==> src/rtl/riscv_if_if.sv <==
// Instruction-memory fetch bus: req/gnt request channel plus in-order rvalid response channel.
// master = fetch stage, slave = instruction memory.
interface riscv_if_if;
    logic        imem_req_o;
    logic [31:0] imem_addr_o;
    logic        imem_gnt_i;
    logic        imem_rvalid_i;
    logic [31:0] imem_rdata_i;

    modport master (
        output imem_req_o,
        output imem_addr_o,
        input  imem_gnt_i,
        input  imem_rvalid_i,
        input  imem_rdata_i
    );

    modport slave (
        input  imem_req_o,
        input  imem_addr_o,
        output imem_gnt_i,
        output imem_rvalid_i,
        output imem_rdata_i
    );
endinterface

==> src/rtl/riscv_if.sv <==
// Instruction-fetch stage: sequential fetch, credit-limited in-order buffer, redirect flush/drain.
// Optional macro RISCV_IF_MISALIGN_EN flags misaligned redirect targets and stalls fetch until realigned.
module riscv_if #(
    parameter logic [31:0] RESET_PC = 32'h0000_0000,
    parameter int          DEPTH    = 4
) (
    input  logic              clk,
    input  logic              rst,
    riscv_if_if.master        imem,
    input  logic              redirect_i,
    input  logic [31:0]       redirect_pc_i,
    output logic              valid_o,
    input  logic              ready_i,
    output logic [31:0]       pc_o,
    output logic [31:0]       inst_o,
    output logic              exc_misalign_o
);

    localparam int          CW      = $clog2(DEPTH + 1);
    localparam int          AW      = $clog2(DEPTH);
    localparam logic [CW:0] DEPTH_C = (CW + 1)'(DEPTH);
    localparam logic [31:0] NOP     = 32'h0000_0013;

    typedef enum logic {RUN, DRAIN} state_t;

    state_t          r_state;
    logic [31:0]     r_fetch_pc;
    logic [31:0]     r_resp_pc;
    logic [CW-1:0]   r_outstanding;
    logic [CW-1:0]   r_count;
    logic [AW-1:0]   r_rd_ptr;
    logic [AW-1:0]   r_wr_ptr;
    logic [31:0]     r_buf_pc   [DEPTH];
    logic [31:0]     r_buf_inst [DEPTH];

    logic            w_credit;
    logic            w_req;
    logic            w_grant;
    logic            w_rsp;
    logic            w_push;
    logic            w_pop;
    logic            w_misalign;
    logic [CW-1:0]   w_out_next;
    logic [31:0]     w_target;

    assign w_target = {redirect_pc_i[31:2], 2'b00};

`ifdef RISCV_IF_MISALIGN_EN
    logic r_misalign;

    // Sticky until the next redirect, which either re-arms or clears it.
    always_ff @(posedge clk or posedge rst) begin
        if (rst) begin
            r_misalign <= 1'b0;
        end else if (redirect_i) begin
            r_misalign <= |redirect_pc_i[1:0];
        end
    end

    assign w_misalign = r_misalign;
`else
    logic w_unused_lowbits;

    assign w_unused_lowbits = ^redirect_pc_i[1:0];
    assign w_misalign       = 1'b0;
`endif

    // Outstanding plus buffered never exceeds DEPTH, so every response has a free slot.
    assign w_credit   = ({1'b0, r_outstanding} + {1'b0, r_count}) < DEPTH_C;
    assign w_req      = !rst && (r_state == RUN) && !redirect_i && w_credit && !w_misalign;
    assign w_grant    = w_req && imem.imem_gnt_i;
    assign w_rsp      = imem.imem_rvalid_i && (r_outstanding != '0);
    assign w_push     = w_rsp && (r_state == RUN) && !redirect_i;
    assign w_pop      = valid_o && ready_i && !redirect_i;
    assign w_out_next = r_outstanding + CW'(w_grant) - CW'(w_rsp);

    assign imem.imem_req_o  = w_req;
    assign imem.imem_addr_o = r_fetch_pc;

    assign valid_o        = (r_count != '0);
    assign pc_o           = valid_o ? r_buf_pc[r_rd_ptr]   : 32'h0;
    assign inst_o         = valid_o ? r_buf_inst[r_rd_ptr] : NOP;
    assign exc_misalign_o = w_misalign;

    always_ff @(posedge clk or posedge rst) begin
        if (rst) begin
            r_state       <= RUN;
            r_fetch_pc    <= RESET_PC;
            r_resp_pc     <= RESET_PC;
            r_outstanding <= '0;
            r_count       <= '0;
            r_rd_ptr      <= '0;
            r_wr_ptr      <= '0;
        end else begin
            r_outstanding <= w_out_next;
            if (redirect_i) begin
                r_fetch_pc <= w_target;
                r_resp_pc  <= w_target;
                r_count    <= '0;
                r_rd_ptr   <= '0;
                r_wr_ptr   <= '0;
                r_state    <= (w_out_next != '0) ? DRAIN : RUN;
            end else begin
                if (w_grant) begin
                    r_fetch_pc <= r_fetch_pc + 32'd4;
                end
                if (w_push) begin
                    r_resp_pc <= r_resp_pc + 32'd4;
                    r_wr_ptr  <= r_wr_ptr + 1'b1;
                end
                if (w_pop) begin
                    r_rd_ptr <= r_rd_ptr + 1'b1;
                end
                r_count <= r_count + CW'(w_push) - CW'(w_pop);
                if (r_state == DRAIN && w_out_next == '0) begin
                    r_state <= RUN;
                end
            end
        end
    end

    // Buffer payload carries no reset; valid_o masks stale entries.
    always_ff @(posedge clk) begin
        if (w_push) begin
            r_buf_pc[r_wr_ptr]   <= r_resp_pc;
            r_buf_inst[r_wr_ptr] <= imem.imem_rdata_i;
        end
    end

endmodule

==> src/flat_wrapper.sv <==
// flat-port wrapper written by rule: the top's interface ports become plain ports
module riscv_if_flat 
#(
    parameter logic [31:0] RESET_PC = 32'h0000_0000,
    parameter int          DEPTH    = 4
)
  (clk, rst, redirect_i, redirect_pc_i, valid_o, ready_i, pc_o, inst_o, exc_misalign_o, imem_imem_req_o, imem_imem_addr_o, imem_imem_gnt_i, imem_imem_rvalid_i, imem_imem_rdata_i);
  riscv_if_if imem_i ();
  input  logic clk;
  input  logic rst;
  input  logic redirect_i;
  input  logic [31:0] redirect_pc_i;
  output logic valid_o;
  input  logic ready_i;
  output logic [31:0] pc_o;
  output logic [31:0] inst_o;
  output logic exc_misalign_o;
  output wire logic [$bits(imem_i.imem_req_o)-1:0] imem_imem_req_o;
  output wire logic [$bits(imem_i.imem_addr_o)-1:0] imem_imem_addr_o;
  input wire logic [$bits(imem_i.imem_gnt_i)-1:0] imem_imem_gnt_i;
  input wire logic [$bits(imem_i.imem_rvalid_i)-1:0] imem_imem_rvalid_i;
  input wire logic [$bits(imem_i.imem_rdata_i)-1:0] imem_imem_rdata_i;
  assign imem_imem_req_o = imem_i.imem_req_o;
  assign imem_imem_addr_o = imem_i.imem_addr_o;
  assign imem_i.imem_gnt_i = imem_imem_gnt_i;
  assign imem_i.imem_rvalid_i = imem_imem_rvalid_i;
  assign imem_i.imem_rdata_i = imem_imem_rdata_i;
  riscv_if #(.RESET_PC(RESET_PC), .DEPTH(DEPTH)) u_core (.clk(clk), .rst(rst), .imem(imem_i), .redirect_i(redirect_i), .redirect_pc_i(redirect_pc_i), .valid_o(valid_o), .ready_i(ready_i), .pc_o(pc_o), .inst_o(inst_o), .exc_misalign_o(exc_misalign_o));
endmodule
==> config.mk <==
export PLATFORM = sky130hd
export DESIGN_NAME = riscv_if_flat
export DESIGN_NICKNAME = d
export VERILOG_FILES = /design/src/rtl/riscv_if_if.sv /design/src/rtl/riscv_if.sv /design/src/flat_wrapper.sv
export SDC_FILE = /design/constraint.sdc
export NUM_CORES = 1
export LEC_CHECK = 0
export ABC_AREA = 0
export CAP_MARGIN = 20
export CORE_MARGIN = 2
export CORE_UTILIZATION = 50
export CTS_CLUSTER_SIZE = 40
export DETAILED_ROUTE_END_ITERATION = 6
export PLACE_DENSITY = 0.86
export SETUP_SLACK_MARGIN = 0.5
export SLEW_MARGIN = 10
export SYNTH_ARGS = -nofsm -noshare
export SYNTH_HDL_FRONTEND = slang
export SYNTH_SLANG_ARGS = --single-unit
==> constraint.sdc <==
create_clock -name clk -period 2.71 [get_ports clk]
set_clock_uncertainty 0.05 [all_clocks]
set_input_delay 0.813 -clock clk [delete_from_list [all_inputs] [get_ports clk]]
set_output_delay 0.813 -clock clk [all_outputs]
set_load 0.01 [all_outputs]
-- Yosys cells after proc, flatten, opt, wreduce, memory -nomap -nowiden
Memories as Yosys holds them, arrays and structs flattened.
Index checks and enable logic that the tools add are counted.
- multiplexer cells: 16
- bitwise operators: 1
- order comparisons: 1
- reduce and logical (&&, ||, !) cells: 20
- add/subtract/negate cells: 9
- operators with widths (operator ; count):
    2-to-1 mux 32 bit ; 6
    adder 32 x 3 -> 32 bit, second input constant ; 2
    logical AND 1 bit ; 10
    nonzero test 3 bit ; 3
    2-to-1 mux 2 bit ; 4
    nonzero test 2 bit ; 4
    adder 3 x 1 -> 3 bit ; 2
    subtractor 3 x 1 -> 3 bit ; 2
    2-to-1 mux 1 bit ; 5
    adder 2 x 1 -> 2 bit, second input constant ; 2
    adder 3 x 3 -> 4 bit ; 1
    less-than comparator 4 x 3 -> 1 bit, second input constant ; 1
    zero test 3 bit ; 1
    2-to-1 mux 3 bit ; 1
    zero test 1 bit ; 2
    NOT 1 bit ; 1
- register bits after elaboration: 75
- memories kept: 2
- RAM bits: 256
- logic and storage cells: 56
- memory list (name ; depth ; width ; read ports ; clocked after Yosys merged registers in ; write ports ; line ; text):
    u_core.r_buf_inst ; 4 ; 32 ; 1 ; 0 ; 1 ; riscv_if.sv:34 ; logic [31:0] r_buf_inst [DEPTH];
    u_core.r_buf_pc ; 4 ; 32 ; 1 ; 0 ; 1 ; riscv_if.sv:33 ; logic [31:0] r_buf_pc [DEPTH];

-- Logic depth before layout (Yosys ltp)
- depth after elaboration: 11
- depth in mapped cells: 11
- gate-level depth less buffers: 11

-- Least setup slack after synthesis
Ideal clock, no wire load.
- path type: input to register
- start point: input redirect_i
- end point: memory u_core.r_buf_inst[0][0], enable pin
- buffers on the path: 1
- stages: 3
- arrival: 2.774 ns
- slack: -0.541 ns
- required time: 2.234 ns
- path through: buf_6 nor3_1 and2_1
- word-level cells in the longest chain between the ends: 4
- ends and longest elaborated chain (element ; line ; text):
    start: declaration ; flat_wrapper.sv:11 ; input logic redirect_i;
    zero test 1 bit ; riscv_if.sv:73 ; assign w_push = w_rsp && (r_state == RUN) && !redirect_i;
    logical AND 1 bit ; riscv_if.sv:73 ;
    2-to-1 mux 1 bit ; riscv_if.sv:124 ; if (w_push) begin
    2-to-1 mux 1 bit (implied by the code) ; riscv_if.sv:126 ; r_buf_inst[r_wr_ptr] <= imem.imem_rdata_i;
    end: declaration ; riscv_if.sv:34 ;
No other way between the ends.

-- Final worst setup path
- start point: register u_core.r_rd_ptr[0]
- end point: output inst_o[20]
- word-level cells in the longest chain between the ends: 2
- ends and longest elaborated chain (element ; line ; text):
    start: declaration ; riscv_if.sv:31 ; logic [AW-1:0] r_rd_ptr;
    start signal: assignment ; riscv_if.sv:112 ; r_rd_ptr <= r_rd_ptr + 1'b1;
    memory (4 x 32 bit) ; -- ;
    2-to-1 mux 32 bit ; riscv_if.sv:82 ; assign inst_o = valid_o ? r_buf_inst[r_rd_ptr] : NOP;
    end: declaration ; flat_wrapper.sv:16 ; output logic [31:0] inst_o;
No other way between the ends.

==> impl_metrics.toml <==
[run_status]
status = "finished, violations left"
failed_checks = "setup timing"

[global_route]
grt_max_degree = 48
gr-max-usage-layer = "met2"
met2_usage_pct = 38.8
grtUsageTotal_pct = 22.5
grt_pass1_vias = 8527
grt_overflow_total = 0
grt_pass1_wl_mm = 48.9
antenna_found_initial = 0
grtUsageMet3_pct = 3.78
grt_use_met1_pct = 29.9

[detailed_routing]
avgRoutedWirePerCell_um = 22.4
vias_per_cell = 5.84
vias = 8703
ant_nets = 0
drt_iter0_markers = 933
drcViolationCount = 0
drt_wl_total_mm = 33.4
dr.pass1.iters = 7

[cells_and_area]
instances_no_fill = 1489
n_antenna_cell = 0
n_fill_cell = 1664
nets = 1209
drive_gt1_share_pct = 37.3
area_delta_synth_final_pct = 36.3
postLayoutCoreUtil_pct = 68.7

[synth]
synth_area_mm2 = 0.0134
synthesis.instances = 838
yosysSeqAreaShare_pct = 68.6
yosysTopAreaCell = "edfxtp_1"
yosys_most_used_dff = "edfxtp_1"
synth_top_area_share_pct = 55.4
synth.avg_cell_area_um2 = 16.0
yosysWarningCount = 0
synth_edf_count = 248
ys_seq_elements = 319
netlist_top_cells_area = "edfxtp_1 (55%), dfrtp_1 (13%), mux4_2 (10%), and2_1 (3.2%), xor2_1 (1.8%)"
ys_async_sr_fraction_pct = 22.3
ys_types = 53

[timing]
max_freq_mhz = 328
slew_violations = 0
rsz0062_at_grt = "true"
slew_headroom_pct = 53.7
hold_viol = 0
worst_slack_ns = -0.342
fin_crit_sh_pct = 113
tightestPinTransition_ns = 0.689
setup_violations = 64
post-route-min-period_ns = 3.05

[critical_path]
crit_chain = "buf_12, buf_12, buf_12, mux4_2, and2_4, buf_6"
worst-path-buf-inv = 4
ff2ff_setup_slack_ns = 0.04
worstPathRequired_ns = 1.85
r2r-start = "u_core.r_count[2]"
path_delay_family = "buffers and inverters"
reg2reg_depth = 14
crit_type = "reg2out"
crit_path_start_kind = "flip-flop"
arrival_ns = 2.19
worstReg2RegEnd = "u_core.r_count[1]"
cp-end-kind = "primary output"
slowest_stage = "dfrtp_4"
critPathMaxFanout = 8
cpPeakStageDelay_ns = 0.50
crit_top_cell = "buf_12"

[die]
die_w_um = 168
die_y_um = 168
start_util_pct = 50.4
io_pins = 169
core-area_mm2 = 0.0267
row_count = 60
die_area_mm2 = 0.0282

[job]
maxCapViolations = 0

[placed_design]
io_buffer_count = 161
gp_congestion = 0.860
dp_cells = 1362
dpl.hpwl_mm = 19.1

[clocking]
ctsHtreeMaxLevel = 1
clk_pin_slew_ns = 0.06
cts_tree = "built"
cts_buffer_depth = 3
numCtsBuffers = 31
cts_root_buffer = "clkbuf_16"
holdBufCountCts = 0
clk_latency_ns = 0.56
clock-sinks = 319

[worst_hold_path]
min_path_type = "reg2reg"
hold_start = "u_core.imem.imem_addr_o[10]"
whs_path_depth = 1
holdPathEnd = "u_core.imem.imem_addr_o[10]"

[power_and_ir_drop]
pwr_density_cell_mw_per_mm2 = 817
p_sw_w = 0.00411
power_frac_seq_pct = 38.9
leakagePower_nw = 6.72
power_frac_comb_pct = 33.5
swShare_pct = 27.5
peakVddDrop_mv = 0.626
pwr-share-clk_pct = 27.6
p_int_w = 0.0109
## state kept, by name, indices dropped and copies added, names as in the netlist
register,count
u_core.r_wr_ptr,2
u_core.imem.imem_addr_o,30
u_core.r_count,3
u_core.r_state,1
u_core.r_buf_inst,128
u_core.r_rd_ptr,2
u_core.r_resp_pc,30
u_core.r_outstanding,3
u_core.r_buf_pc,120
## what timing repair did
action                     4_1_cts  5_1_grt
cloned                           8        4
resized for setup              464       73
pin swaps                       92       24
setup buffers                   36       23
setup endpoints to repair      129      364
## power by group through the flow
stage	Sequential (W)	Combinational (W)	Clock [W]
CTS	0.00581	0.00443	0.00418
floorplan	0.00585	0.00199	0
detailed placement	0.00594	0.00356	0
global placement	0.00592	0.00350	0
global route	0.00585	0.00532	0.00438
finish	0.00583	0.00501	0.00413
## cells in the final DEF (no fill, tap or decap), types with 34 or more instances in the layout
cell type	synthesis	routed
edfxtp_1	248	248
buf_6	1	65
clkdlybuf4s50_1	0	64
mux4_2	62	62
buf_4	5	59
dfrtp_1	71	57
nand2_1	61	50
and2_4	0	37
clkbuf_16	0	34
## Yosys cell counts (2+ instances only)
| library cell | count |
|---|---|
| and2_1 | 68 |
| a31oi_1 | 4 |
| fa_1 | 2 |
| edfxtp_1 | 248 |
| nand3b_1 | 3 |
| mux2_2 | 6 |
| buf_1 | 3 |
| clkbuf_1 | 21 |
| o311ai_0 | 8 |
| and3_1 | 11 |
| nand2_1 | 61 |
| o311a_1 | 2 |
| mux4_2 | 62 |
| ha_1 | 12 |
| or3_1 | 2 |
| nor3_1 | 8 |
| nand3_1 | 36 |
| xnor2_1 | 13 |
| dfrtp_1 | 71 |
| nand4_1 | 16 |
| and4_1 | 6 |
| or2_2 | 3 |
| buf_2 | 12 |
| nor2_1 | 28 |
| inv_1 | 15 |
| nor2b_1 | 2 |
| o21ai_0 | 36 |
| xor2_1 | 27 |
| buf_4 | 5 |
| mux2i_1 | 4 |
| a21oi_1 | 9 |
| nor4_4 | 2 |
| o211ai_1 | 9 |
| nor4_1 | 4 |
## through the flow
stage          worst slack [ns]  instance area, um^2  TNS, ns  hold WS, ns  power (W)
2_1_floorplan            0.0558                13600        0        0.445    0.00783
3_5_place_dp             -0.430                16000   -17.23        0.503    0.00950
4_1_cts                  -0.369                17700   -18.44        0.520     0.0144
5_1_grt                  -0.406                18300   -21.14        0.513     0.0155
6_report                 -0.342                18300   -16.96        0.481     0.0150
3_3_place_gp             -0.419                16000   -10.03        0.496    0.00942
## logic make-up after synthesis
| group | share of synthesized area, % |
|---|---|
| flip-flops | 68.6 |
| AND/OR/NAND/NOR | 10.6 |
| AO/OA/AOI/OAI | 3.61 |
| multiplexers | 11.2 |
| buffers and inverters | 1.93 |
| XOR/XNOR | 2.61 |
| adder cells (fa/ha/maj) | 1.42 |
| other | 0.0279 |
## layout make-up
type / count / area, um^2 / share of cell area (%)
sequential: 319 / 9240 / 50.5
multi-input combinational: 465 / 4440 / 24.2
timing repair buffer: 292 / 3180 / 17.3
clock buffer: 41 / 813 / 4.44
tap: 341 / 427 / 2.33
clock inverter: 15 / 149 / 0.813
inverter: 16 / 70.1 / 0.383
## how the worst max path moves through the flow
stage                                   from         endpoint  slack (ns)  cells past startpoint
after floorplan                   redirect_i   u_core.r_state        0.06                      9
after global routing      u_core.r_rd_ptr[0]       inst_o[20]       -0.41                      6
after global placement                   rst  imem_imem_req_o       -0.42                      4
final                     u_core.r_rd_ptr[0]       inst_o[20]       -0.34                      6
after CTS                 u_core.r_rd_ptr[0]       inst_o[20]       -0.37                      6
after detailed placement                 rst  imem_imem_req_o       -0.43                      4
## metal layers
layer  vias to the layer above  wire length (um)
met2                       439             17200
met5                         -                 0
met1                      4388             12800
met4                         0               981
li1                       3792                 -
met3                        84              2470
Note: power is estimated with default switching activity, not from simulation.
